===== src/rtl/ym_bus_pkg.sv =====
// ============================================================================
// Module   : ym_bus_pkg
// Brief    : States, default timing and status bit position for ym_bus_master.
// Revision : 1.0
// ============================================================================
`default_nettype none

package ym_bus_pkg;

  typedef enum logic [3:0] {
    ST_IDLE      = 4'd0,
    ST_POLL_RD   = 4'd1,
    ST_POLL_GAP  = 4'd2,
    ST_AW_SETUP  = 4'd3,
    ST_AW_STROBE = 4'd4,
    ST_AW_HOLD   = 4'd5,
    ST_DW_SETUP  = 4'd6,
    ST_DW_STROBE = 4'd7,
    ST_DW_HOLD   = 4'd8
  } ym_state_e;

  localparam int DEF_SETUP_CYC    = 2;
  localparam int DEF_STROBE_CYC   = 4;
  localparam int DEF_HOLD_CYC     = 2;
  localparam int DEF_POLL_GAP     = 8;
  localparam int DEF_BUSY_TIMEOUT = 4096;
  localparam int YM_BUSY_BIT      = 7;

  function automatic int ym_max4(input int a, input int b, input int c, input int d);
    int m;
    m = a;
    if (b > m) m = b;
    if (c > m) m = c;
    if (d > m) m = d;
    return m;
  endfunction

endpackage

`default_nettype wire


===== src/rtl/ym_bus_master.sv =====
// ============================================================================
// Module   : ym_bus_master
// Brief    : YM2151-style bus initiator: busy poll, then address and data write.
// Revision : 1.0
// ============================================================================
`default_nettype none

module ym_bus_master
  import ym_bus_pkg::*;
#(
  parameter int SETUP_CYC    = DEF_SETUP_CYC,
  parameter int STROBE_CYC   = DEF_STROBE_CYC,
  parameter int HOLD_CYC     = DEF_HOLD_CYC,
  parameter int POLL_GAP     = DEF_POLL_GAP,
  parameter int BUSY_TIMEOUT = DEF_BUSY_TIMEOUT
) (
  input  logic       clk,
  input  logic       rst,
  input  logic       i_req_valid,
  output logic       o_req_ready,
  input  logic [7:0] i_req_addr,
  input  logic [7:0] i_req_data,
  output logic       o_done,
  output logic       o_timeout,
  output logic [7:0] o_status,
  output logic       o_cs_n,
  output logic       o_wr_n,
  output logic       o_rd_n,
  output logic       o_a0,
  output logic [7:0] o_data_out,
  output logic       o_data_oe,
  input  logic [7:0] i_data_in
);

  localparam int PH_MAX = ym_max4(SETUP_CYC, STROBE_CYC, HOLD_CYC, POLL_GAP);
  localparam int PH_W   = $clog2(PH_MAX + 1);
  localparam int PC_W   = $clog2(BUSY_TIMEOUT + 1);

  // Phase counter holds remaining cycles minus one, so it is reloaded with len-1.
  localparam logic [PH_W-1:0] c_ld_setup  = PH_W'(SETUP_CYC - 1);
  localparam logic [PH_W-1:0] c_ld_strobe = PH_W'(STROBE_CYC - 1);
  localparam logic [PH_W-1:0] c_ld_hold   = PH_W'(HOLD_CYC - 1);
  localparam logic [PH_W-1:0] c_ld_gap    = PH_W'(POLL_GAP - 1);
  localparam logic [PC_W-1:0] c_timeout   = PC_W'(BUSY_TIMEOUT);

  ym_state_e       r_state;
  ym_state_e       w_state_nxt;
  logic [PH_W-1:0] r_phase;
  logic [PH_W-1:0] w_load_val;
  logic [PC_W-1:0] r_poll;
  logic [PC_W-1:0] w_poll_inc;
  logic [7:0]      r_addr;
  logic [7:0]      r_data;
  logic [7:0]      r_status;
  logic            r_done;
  logic            r_timeout;
  logic            r_live;
  logic            w_load;
  logic            w_accept;
  logic            w_done_set;
  logic            w_to_set;
  logic            w_ready;
  logic            w_ph_last;
  logic            w_sample;
  logic            w_busy_in;

  assign w_ready    = r_live && (r_state == ST_IDLE);
  assign w_ph_last  = (r_phase == '0);
  assign w_busy_in  = i_data_in[YM_BUSY_BIT];
  assign w_poll_inc = r_poll + PC_W'(1);
  assign w_sample   = (r_state == ST_POLL_RD) && w_ph_last;

  always_ff @(posedge clk) begin
    if (rst) begin
      r_state   <= ST_IDLE;
      r_phase   <= '0;
      r_poll    <= '0;
      r_addr    <= '0;
      r_data    <= '0;
      r_status  <= '0;
      r_done    <= 1'b0;
      r_timeout <= 1'b0;
      r_live    <= 1'b0;
    end else begin
      r_live    <= 1'b1;
      r_state   <= w_state_nxt;
      r_done    <= w_done_set;
      r_timeout <= w_to_set;
      if (w_load) begin
        r_phase <= w_load_val;
      end else if (!w_ph_last) begin
        r_phase <= r_phase - PH_W'(1);
      end
      if (w_accept) begin
        r_addr <= i_req_addr;
        r_data <= i_req_data;
        r_poll <= '0;
      end
      if (w_sample) begin
        r_status <= i_data_in;
        if (w_busy_in) r_poll <= w_poll_inc;
      end
    end
  end

  always_comb begin
    w_state_nxt = r_state;
    w_load      = 1'b0;
    w_load_val  = '0;
    w_accept    = 1'b0;
    w_done_set  = 1'b0;
    w_to_set    = 1'b0;
    case (r_state)
      ST_IDLE: if (i_req_valid && w_ready) begin
        w_accept = 1'b1; w_state_nxt = ST_POLL_RD; w_load = 1'b1; w_load_val = c_ld_strobe;
      end
      // Gap length is chosen from the live byte so the decision needs no extra cycle.
      ST_POLL_RD: if (w_ph_last) begin
        w_state_nxt = ST_POLL_GAP; w_load = 1'b1;
        w_load_val  = (w_busy_in && (w_poll_inc != c_timeout)) ? c_ld_gap : '0;
      end
      ST_POLL_GAP: if (w_ph_last) begin
        if (!r_status[YM_BUSY_BIT]) begin
          w_state_nxt = ST_AW_SETUP; w_load = 1'b1; w_load_val = c_ld_setup;
        end else if (r_poll == c_timeout) begin
          w_state_nxt = ST_IDLE; w_to_set = 1'b1;
        end else begin
          w_state_nxt = ST_POLL_RD; w_load = 1'b1; w_load_val = c_ld_strobe;
        end
      end
      ST_AW_SETUP:  if (w_ph_last) begin w_state_nxt = ST_AW_STROBE; w_load = 1'b1; w_load_val = c_ld_strobe; end
      ST_AW_STROBE: if (w_ph_last) begin w_state_nxt = ST_AW_HOLD;   w_load = 1'b1; w_load_val = c_ld_hold;   end
      ST_AW_HOLD:   if (w_ph_last) begin w_state_nxt = ST_DW_SETUP;  w_load = 1'b1; w_load_val = c_ld_setup;  end
      ST_DW_SETUP:  if (w_ph_last) begin w_state_nxt = ST_DW_STROBE; w_load = 1'b1; w_load_val = c_ld_strobe; end
      ST_DW_STROBE: if (w_ph_last) begin w_state_nxt = ST_DW_HOLD;   w_load = 1'b1; w_load_val = c_ld_hold;   end
      ST_DW_HOLD:   if (w_ph_last) begin w_state_nxt = ST_IDLE; w_done_set = 1'b1; end
      default:      w_state_nxt = ST_IDLE;
    endcase
  end

  always_comb begin
    o_cs_n     = 1'b1;
    o_wr_n     = 1'b1;
    o_rd_n     = 1'b1;
    o_a0       = 1'b0;
    o_data_out = '0;
    o_data_oe  = 1'b0;
    case (r_state)
      ST_POLL_RD:   begin o_cs_n = 1'b0; o_rd_n = 1'b0; end
      ST_AW_SETUP:  begin o_cs_n = 1'b0; o_data_oe = 1'b1; o_data_out = r_addr; end
      ST_AW_STROBE: begin o_cs_n = 1'b0; o_wr_n = 1'b0; o_data_oe = 1'b1; o_data_out = r_addr; end
      ST_AW_HOLD:   begin o_data_oe = 1'b1; o_data_out = r_addr; end
      ST_DW_SETUP:  begin o_cs_n = 1'b0; o_a0 = 1'b1; o_data_oe = 1'b1; o_data_out = r_data; end
      ST_DW_STROBE: begin o_cs_n = 1'b0; o_wr_n = 1'b0; o_a0 = 1'b1; o_data_oe = 1'b1; o_data_out = r_data; end
      ST_DW_HOLD:   begin o_a0 = 1'b1; o_data_oe = 1'b1; o_data_out = r_data; end
      default:      ;
    endcase
  end

  assign o_req_ready = w_ready;
  assign o_done      = r_done;
  assign o_timeout   = r_timeout;
  assign o_status    = r_status;

endmodule

`default_nettype wire

===== config.mk =====
export PLATFORM = sky130hd
export DESIGN_NAME = ym_bus_master
export DESIGN_NICKNAME = d
export VERILOG_FILES = /design/src/rtl/ym_bus_pkg.sv /design/src/rtl/ym_bus_master.sv
export SDC_FILE = /design/constraint.sdc
export NUM_CORES = 1
export LEC_CHECK = 0
export ABC_AREA = 1
export CORE_MARGIN = 2
export CORE_UTILIZATION = 55
export CTS_CLUSTER_SIZE = 30
export DETAILED_ROUTE_END_ITERATION = 8
export GPL_TIMING_DRIVEN = 0
export PLACE_DENSITY_LB_ADDON = 0.15
export SYNTH_ARGS = -nofsm -noshare
export SYNTH_HDL_FRONTEND = slang
export SYNTH_SLANG_ARGS = --single-unit

===== constraint.sdc =====
create_clock -name clk -period 5.1 [get_ports clk]
set_clock_uncertainty 0.15 [all_clocks]
set_input_delay 1.02 -clock clk [delete_from_list [all_inputs] [get_ports clk]]
set_output_delay 1.02 -clock clk [all_outputs]
set_load 0.01 [all_outputs]

==> results.md, run 1 <==
CTS:
- Clock-pin slew was measured on the worst setup and hold paths at 90 ps.
- The quantity of gates resized following cts is 0.
- The total number of H-tree levels is 2.
- The clock sink count is 48.
- At the later pin of the worst-skew pair, clock insertion delay measures 310 ps.
- In this run, post-CTS hold repair placed 0 buffers.
- The clock tree from TritonCTS is built.
- In this run the deepest clock path goes through 2 buffers.
- After clock tree synthesis, the setup repair step added 0 buffers.
- The root buffer selected by CTS is clkbuf_8.
- TritonCTS created 5 clock buffers.

Global route:
- The maximum number of pins on one net before global-route repair is 16.
- The initial antenna violation count came to 0.
- Across every metal layer, demand over resource in global routing totals 0.268.
- Summed over all layers, the global routing overflow is 0.
- The number of global-route vias before repair is roughly 2500.
- The first-pass GRT wire length is between 10000 and 15000 µm.

Worst setup path:
- The delay of the slowest critical-path stage is 540 ps.
- The capturing element type of the critical path is an output port.
- The data arrival at the endpoint of the critical path is 2280 ps.
- The launch instance of the worst register-to-register path is r_poll[0].
- The startpoint type of the worst setup path is a flop.
- The cell seen most often among critical-path stages is nand2_2.
- The slowest stage of the critical path belongs to the cell dfxtp_1.
- Tracing the worst setup path back leads to its startpoint at r_state[0].
- Among cell families on the critical path, the largest total delay comes from buffers and inverters.
- Of all nets on the critical path, the largest fanout is 8.
- At the worst endpoint, the required time is 3930 ps.
- The signal on the critical path passes through nand2_2 > inv_1 > nand2_2 > o21ai_1 > a22o_1 > clkdlybuf4s50_1.
- The number of buffers and inverters on the critical path is 2.
- By startpoint and endpoint, the worst setup path is classified as reg2out.

Yosys:
- When the netlist entered floorplanning its net count stood at 402.
- Synthesis inferred 48 register bits.
- The share of the yosys chip area belonging to registers is 0.374.
- The count of warnings emitted by yosys is 0.
- Synthesis handed over a netlist of 371 instances.
- The count of unique library cells instantiated by Yosys is 33.
- The area of the mapped netlist is 2570 µm².
- Each instance of the synthesized netlist takes up on average 6.93 µm².

Cells and area:
- The number of diodes is 0.
- The area taken by multi-input logic gates is 1400 µm².
- The number of filler cells placed in the layout is around 380.
- The share of post-route cells with drive strength above 1 is 0.110.
- The number of nets at the end of the flow is 458.
- Measured on the finished design, the core utilization comes to 0.736.
- The sequential cell area is 961 µm².
- Relative to the synthesized area, the layout overhead comes to 26.3%.

Floorplanning:
- The number of placement rows is 24.
- The I/O pin count is 51.
- The area of the core is 4410 µm².
- The die footprint is 5240 µm².
- The die is 72.4 µm tall.
- Measured along the x axis, the die boundary spans around 72 µm.
- The initial standard-cell utilization of the core is 0.582.

Drt:
- The first routing iteration left approximately 160 violations.
- The first-pass detailed-route iteration total is 5.
- The total length of routed wires is 6430 µm.
- The average wire per standard cell is 13.4 µm.
- For this block, the via count after detailed routing is 2571.
- The number of routed nets with antenna violations is 0.
- For this run, design rule violations remaining after detail routing come to 0.
- Dividing the detail-routed via count by the number of cells gives 5.36.

Place:
- The congestion estimate from routability-driven global placement came to approximately 0.89.
- The estimated wirelength of the detail-placed design is 4690 µm.
- During placement, the flow inserted port buffers numbering 49.

Power:
- The analysis attributes to cell leakage a power of 1.36 nW.
- Dividing total power by cell area gives a power density of 444 nW/µm².
- VDD sags by at most 0.331 mV.

STA:
- In the finished design, the share of the clock period the worst path needs comes to 0.676.
- Setup repair after global routing left no endpoint under its margin.
- Setup violations remaining at the end of the flow were counted as 0.
- On the final layout, the worst hold slack is 338 ps.
- The setup TNS is 0 ps.
- Counting I/O delays and the setup requirement, the final critical path takes between 3000 and 4000 ps.
- The number of slew-limit violations in the final report is 0.
- The tightest slew margin relative to the limit is 0.607.
- For the pin with the worst max-slew slack, the measured transition is between 500 and 600 ps.
- Static timing analysis puts the maximum clock frequency at between 200 and 300 MHz.
- The number of hold-slack violations in the final timing report is 0.

Job:
- The max-cap violation count is 0.

Hold path:
- The hold path startpoint is r_phase[1].
- In this run the worst hold path is classified as reg2reg.

Outcome:
- The flow ran to the end, and the final reports show no timing, DRC or antenna violations.
[area by class of cell]
type / instances / share of cell area
clock inverter: 2 / 0.0119
sequential: 48 / 0.296
buffer: 11 / 0.0173
timing repair buffer: 49 / 0.151
inverter: 41 / 0.0474
multi-input combinational: 271 / 0.431
tap: 52 / 0.0200
clock buffer: 6 / 0.0254
[cells in the final DEF, fill, tap and decap left out, types with 2 or more instances in the layout]
cell type	n
xor2_1	4
nand4_1	5
nand3_1	22
clkdlybuf4s50_1	49
o21ai_2	2
o21ai_0	35
nand2_1	58
a21oi_1	20
inv_1	37
nor3_1	2
nor2_1	75
a22o_1	8
ha_1	4
dfxtp_1	48
clkbuf_8	6
inv_2	3
nor2_2	2
nor3_2	2
buf_2	6
nor2_4	5
clkbuf_1	4
nand2_2	11
o21ai_1	3
a211oi_1	2
nand3_2	3
[report_power, final]
part / internal [mW] / total (mW) / switching, mW / leakage [nW]
Combinational: 0.261 / 0.640 / 0.378 / 0.912
Sequential: 0.449 / 0.506 / 0.0569 / 0.392
Clock: 0.160 / 0.297 / 0.136 / 0.0614
[layer usage]
metal | vias up | GRT usage | wire (µm)
met2 | 79 | 0.458 | 3070
li1 | 1315 | - | -
met5 | - | 0 | 0
met3 | 10 | 0.0653 | 399
met4 | 0 | 0.0885 | 94
met1 | 1167 | 0.333 | 2870
[cell usage after synthesis, drive strengths merged]
cell | count | share of area
buf | 7 | 0.016
clkbuf | 4 | 0.0058
nand2 | 70 | 0.12
nor3b | 1 | 0.0029
nor2 | 82 | 0.14
ha | 4 | 0.019
xor2 | 4 | 0.014
nand3 | 26 | 0.061
a21oi | 20 | 0.039
a22o | 8 | 0.027
a211oi | 3 | 0.011
and3 | 1 | 0.0024
nand4 | 6 | 0.017
o21bai | 1 | 0.0029
o21ai | 40 | 0.081
o221ai | 1 | 0.0034
nor3 | 4 | 0.012
dfxtp | 48 | 0.37
clkinv | 1 | 0.0015
inv | 40 | 0.058
[per-stage QoR]
step	instance area [µm²]	worst slack (ps)	std cells	power, mW
4_1_cts	3250	1640	480	1.44
5_1_grt	3250	1500	480	1.56
3_5_place_dp	3130	1980	472	1.15
6_report	3250	1650	480	1.44
3_3_place_gp	3130	2010	472	1.14
2_1_floorplan	2570	2620	371	0.949
[cells by family after synthesis]
logic type / Yosys count / synth area share
and+or+nand+nor: 190 / 0.347
buffers and inverters: 52 / 0.0817
xor gates and xnor gates: 4 / 0.0136
DFF: 48 / 0.374
adders and majority gates: 4 / 0.0195
AOI/OAI and AO/OA: 73 / 0.164
[worst paths after layout]
path / depth (start not counted) / to / slack (ps)
min reg2reg: 2 / r_phase[1] / 340
max: 6 / o_data_out[0] / 1650
max reg2reg: 11 / r_phase[0] / 3120
min: 2 / r_phase[1] / 340
[registers in the layout, summed over array words and instances (netlist names)]
| register | cells |
|---|---|
| r_addr | 8 |
| r_state | 4 |
| r_phase | 4 |
| o_done | 1 |
| r_live | 1 |
| r_poll | 13 |
| o_status | 8 |
| r_data | 8 |
| o_timeout | 1 |
[tightest hold or removal path: cells and delay by family (launching register included)]
family        cells  cell delay [ps]
flops             1              320
simple gates      2              120
No activity file was read; power rests on OpenSTA's default activity.
==> inputs of run 2 (changes only) <==
--- a/config.mk
+++ b/config.mk
@@ -7,7 +7,7 @@
 export LEC_CHECK = 0
 export ABC_AREA = 1
 export CORE_MARGIN = 2
-export CORE_UTILIZATION = 55
+export CORE_UTILIZATION = 51
 export CTS_CLUSTER_SIZE = 30
 export DETAILED_ROUTE_END_ITERATION = 8
 export GPL_TIMING_DRIVEN = 0
==> constraint.sdc (replaced) <==
create_clock -name clk -period 3.5 [get_ports clk]
set_clock_uncertainty 0.15 [all_clocks]
set_input_delay 0.7 -clock clk [delete_from_list [all_inputs] [get_ports clk]]
set_output_delay 0.7 -clock clk [all_outputs]
set_load 0.01 [all_outputs]
==> results.md, run 2 (synthesized netlist as in run 1, its figures left out) <==
Outcome:
- The run finished with clean final reports.

STA:
- In the finished design, the share of the clock period the worst path needs comes to 0.902.
- The number of hold-slack violations in the final timing report is 0 (unchanged).
- The tightest slew margin relative to the limit was 0.549 (-0.0576).
- Setup repair after global routing left no endpoint under its margin.
- The number of slew-limit violations in the final report was 0 (unchanged).
- The measured slew at the worst slew-check pin is 672 ps (+85.9 ps).
- The setup TNS was 0 ps (unchanged).
- The smallest hold slack is 329 ps (-8.90 ps).
- The setup slack of the critical path after layout is 344 ps (-1310 ps).
- The worst path in the final design needs a cycle of 3160 ps, including I/O delays and setup.
- The number of setup violations in the final report is 0 (unchanged).
- Derived from the worst setup path, the maximum achievable clock frequency is 317 MHz.

Power:
- The power dissipated by switching net loads was 0.834 mW (+46%).
- The cell area power density is 657 nW/µm² (+48%).
- The design internal power came to 1.32 mW (+51%).
- The overall power was 2.15 mW (+49%).
- The maximum vdd drop is 0.313 mV (-5.6%).
- The part of the total power dissipated in the clock network is 0.219 (+0.013).
- The sequential fraction of design power is 0.342 (-0.009).
- The part of the power in combinational logic was 0.439 (-0.005).
- The proportion of total power due to net switching came to 0.388 (-0.00838).
- The leakage power came to 1.37 nW (+0.21%).

Global route:
- The highest-utilization routing layer at the global route stage is met2.
- The met3 track utilization from global routing is 0.0535 (-0.0117).
- The maximum number of pins on one net before global-route repair is 15 (-1).
- The initial antenna violation count came to 0 (unchanged).
- The first-pass GRT wire length came to 10700 µm (-4.9%).
- The total overflow reported by the global router is 0 (unchanged).
- The met2 track utilization from global routing is 0.404 (-0.0532).
- The number of global-route vias before repair came to 2431 (-4.4%).
- The met1 routing resource usage after global routing is 0.328 (-0.00440).
- The aggregate global-route resource usage was 0.245 (-0.0236).

CTS:
- The total of hold buffers inserted after clock tree synthesis is 0 (unchanged).
- The post-CTS setup buffer count was 0 (unchanged).
- The clock sink count is 48 (unchanged).
- The root buffer selected by CTS is clkbuf_8.
- The number of buffers created by CTS is 5 (unchanged).
- The total number of H-tree levels is 2 (unchanged).
- The clock-pin slew reported for the worst setup and hold paths after clock tree synthesis was 90 ps (about the same).
- The source-to-sink clock delay at the later pin of the worst-skew pair is 300 ps (about the same).
- The deepest clock path buffer count was 2 (unchanged).
- The clock tree from TritonCTS is built.
- The quantity of gates resized following cts is 0 (unchanged).

Cells and area:
- The share of post-route cells with drive strength above 1 is 0.108 (-0.00208).
- The register containing the most flip-flops in the final layout is r_poll.
- The number of diodes is 0 (unchanged).
- In the layout the commonest cells are nor2_1 (75), nand2_1 (58), clkdlybuf4s50_1 (49).
- From synthesis to final layout, the design area changed by 27.3%.
- The library cell used most frequently in the layout, excluding fill and tap cells, is nor2_1.
- The flip-flop count of the largest register, all copies and words added is 13 (unchanged).
- The number of nets at the end of the flow is 458 (unchanged).
- The post-route core utilization is 0.684 (-0.0516).

Drt:
- The number of routed nets with antenna violations is 0 (unchanged).
- The per-cell via count in the routed design came to 5.20 (-3.0%).
- The first-pass detailed-route iteration total came to 4 (-1).
- The initial detailed-routing violation count is 166 (+7.1%).
- The total DRC errors in the routed layout came to 0 (unchanged).
- The average wire per standard cell is 12.8 µm (-4.2%).
- The total length of routed wires is 6340 µm (-1.4%).
- The vias after detailed routing is 2567 (-0.16%).

Floorplanning:
- The die footprint was 5630 µm² (+7.4%).
- The area of the core was 4790 µm² (+8.4%).
- The I/O pin count is 51 (unchanged).
- The y dimension of the die is 75.0 µm (+3.6%).
- The number of placement rows is 25 (+4.2%).
- The initial standard-cell utilization of the core is 0.537 (-0.0452).
- The floorplan die width is 75.0 µm (+3.6%).

Worst setup path:
- The worst setup path is captured at an output port.
- The critical path in this run is classified as reg2out.
- The worst setup path is launched from a flop.
- The data arrival at the endpoint of the critical path came to 2310 ps (+30 ps).
- The endpoint required time on the critical path is 2650 ps (-1280 ps).
- The worst-path maximum fanout is 8 (unchanged).

Job:
- The max-cap violation count is 0 (unchanged).

Place:
- The estimated wirelength of the detail-placed design is 4740 µm (+1.1%).
- The count of port buffers added during placement came to 49 (unchanged).
- The final weighted congestion of routability-driven global placement is 0.905 (+1.7%).
- The post-placement setup slack was 689 ps (-1290 ps).

Hold path:
- The worst hold path belongs to the class reg2reg.
run 2: changes by cell type in the layout (fill, tap and decap cells not counted):
cell and delta:
clkbuf_8 -1, bufinv_16 +1, clkinv_4 -1
run 2: final cells by class:
type | count | area (µm²)
Timing Repair Buffer | 49 | 490
Buffer | 11 | 56.3
Clock buffer | 5 | 68.8
Sequential cell | 48 | 961
Clock inverter | 2 | 60.1
Fill cell | 419 | 1510
Multi-Input combinational cell | 271 | 1400
Inverter | 41 | 154
Tap cell | 67 | 83.8
run 2: power by group through the flow:
stage / Sequential [mW] / Clock (mW) / Combinational [mW]
6_report: 0.735 / 0.471 / 0.944
5_1_grt: 0.748 / 0.496 / 1.06
4_1_cts: 0.734 / 0.478 / 0.944
3_5_place_dp: 0.747 / 0 / 0.936
3_3_place_gp: 0.744 / 0 / 0.913
2_1_floorplan: 0.743 / 0 / 0.639
run 2: final timing paths:
kind	start	end	slack, ps	cells after the start
worst min register to register	r_phase[1]	r_phase[1]	330	2
worst min-delay path	r_phase[1]	r_phase[1]	330	2
worst max register to register	r_phase[0]	r_phase[0]	1470	10
worst max-delay path	r_state[0]	o_data_out[7]	340	6
run 2: critical path, stage by stage, from the launching register on:
cell	delay [ps]
dfxtp_1	520
nand2_2	80
inv_1	110
nand2_2	110
o21ai_1	390
a22o_1	260
clkdlybuf4s50_1	540
run 2: metrics by stage:
step | cells | cell area, µm²
global placement | 487 | 3150
detailed placement | 487 | 3150
floorplan | 371 | 2570
finish | 494 | 3270
CTS | 494 | 3270
global route | 494 | 3270
run 2: per-layer routing:
| layer | share of wire | routed length (µm) | vias to the layer above |
|---|---|---|---|
| met5 | 0 | 0 | - |
| met4 | 0.0090 | 57 | 0 |
| met3 | 0.067 | 423 | 5 |
| met2 | 0.45 | 2870 | 85 |
| met1 | 0.47 | 2990 | 1164 |
| li1 | - | - | 1313 |
==> variant: new RTL, flow settings as in run 1 <==
The output `o_timeout` loses its register stage (`r_timeout` becomes a continuous assignment).
--- a/src/rtl/ym_bus_master.sv
+++ b/src/rtl/ym_bus_master.sv
@@ -79,13 +79,11 @@
       r_data    <= '0;
       r_status  <= '0;
       r_done    <= 1'b0;
-      r_timeout <= 1'b0;
       r_live    <= 1'b0;
     end else begin
       r_live    <= 1'b1;
       r_state   <= w_state_nxt;
       r_done    <= w_done_set;
-      r_timeout <= w_to_set;
       if (w_load) begin
         r_phase <= w_load_val;
       end else if (!w_ph_last) begin
@@ -102,6 +100,8 @@
       end
     end
   end
+
+  assign r_timeout = w_to_set;
 
   always_comb begin
     w_state_nxt = r_state;
Formal check against the unedited RTL: same outputs for any inputs over 10 cycles, from zero or initial values and one cycle with rst high; that may be too few to reach the edited logic, so the function may still have changed.
==> variant against run 1 <==
  * Global-route usage shrank 0.63 points
  * Design area down 1.1%
  * Area after synthesis shrank 0.54%
  * Combinational power is 6.4% lower
  * Routed wire length shrank 1.0%
  * Die area decreased by 0.51%
  * Sequential cell count fell by 1
  * Worst setup slack worse by 0.037 ns
  * Critical path depth up 1
  * Power fell by 7.9%
==> variant: results (changes against run 1) <==
startpoint: "r_phase[0]"
dpl_cell_area_mm2: 0.003113  # -0.44%
yosysSeqAreaShare_pct: 36.79  # -0.58 points
synth_cells: 374  # +0.81%
leakage_uw: 0.001310  # -4.0%
dp_hpwl_um: 4835  # +3.1%
dr.pass1.iters: 7  # +2
cts_resized: 0  # unchanged
wl_per_cell_um: 13.18  # -1.6%
gp_congestion: 0.9348  # +5.0%
vdd_drop_max_v: 0.0002849  # -14%
place_ws_ns: 1.926  # -0.04965 ns
grt_first_pass_wirelength_um: 10840  # -3.7%
register_area_um2: 940.9  # -2.1%
rr_worst_depth: 12  # +1
synth_area_leaders: "dfxtp_1 37%, nor2_1 10%, nand2_1 9.2%"
drt-initial-drc-count: 311  # +100%
synth_compound_area_share_pct: 18.00  # +1.6 points
vias: 2630  # +2.3%
wl_um: 6367  # -1.0%
yosys.area_share.adder_pct: 1.957  # +0.010 points
critPathSlowestCell: "clkdlybuf4s50_1"
synth_cell_types: 36  # +9.1%
clock_latency_ns: 0.31  # about the same
synth_common_cells: "70 x nor2_1, 63 x nand2_1, 47 x dfxtp_1"
cts-htree-levels: 2  # unchanged
dp_cells: 475  # +0.64%
syn-num-nets: 405  # +0.75%
grt_usage_pct: 26.21  # -0.63 points
synth_xor_area_share_pct: 0.6849  # -0.68 points
layout-drive-gt1-share_pct: 11.37  # +0.39 points
holdCritStartpoint: "r_data[0]"
slowest_delay_ns: 0.60  # +0.06 ns
maxSlewHeadroom_pct: 67.21  # +6.5 points
status: "completed"
fillers: 388  # +2.6%
grt_pass1_vias: 2436  # -4.2%
cp_max_fo: 6  # -2
arrival_ns: 2.32  # +0.04 ns
finalNetCount: 461  # +0.66%
[variant: cell count changes after synthesis, sizes merged, moves of 2 or more]
cell	before	now
nor2	82	76
nand4	6	10
nand2	70	73
clkbuf	4	6
nand3	26	24
o21ai	40	42
xor2	4	2
[variant: cell families after synthesis]
| family | Yosys count |
|---|---|
| AOI/OAI and AO/OA | 77 |
| DFF | 47 |
| and+or+nand+nor | 190 |
| xor gates and xnor gates | 2 |
| adders and majority gates | 4 |
| buffers and inverters | 54 |
[variant: final cells by class]
class | instances | area share, %
timing repair buffer | 49 | 15.27
multi-input combinational | 273 | 42.85
buffer | 12 | 2.493
sequential | 47 | 29.29
clock buffer | 6 | 2.571
tap | 52 | 2.026
clock inverter | 2 | 0.5064
inverter | 42 | 4.986
[variant: path summary, 6_finish.rpt]
check / endpoint / slack, ns
worst min-delay path: r_data[0] / 0.34
worst min register to register: r_data[0] / 0.34
worst max-delay path: o_timeout / 1.61
worst max register to register: r_phase[1] / 2.94
[variant: metal layers]
| metal | vias to the layer above | part of all wire, % | GRT usage, % |
|---|---|---|---|
| met4 | 0 | 2.1 | 10.48 |
| li1 | 1331 | - | - |
| met5 | - | 0 | 0 |
| met1 | 1197 | 44 | 32.70 |
| met2 | 83 | 48 | 45.16 |
| met3 | 19 | 5.5 | 4.028 |
[variant: report_power, final]
| group | switching, uW | leakage [uW] | total, uW | internal, uW |
|---|---|---|---|---|
| Clock | 135 | 0.0000474 | 246 | 111 |
| Combinational | 354 | 0.000880 | 599 | 245 |
| Sequential | 49.9 | 0.000383 | 483 | 433 |
| Total | 538 | 0.00131 | 1330 | 789 |
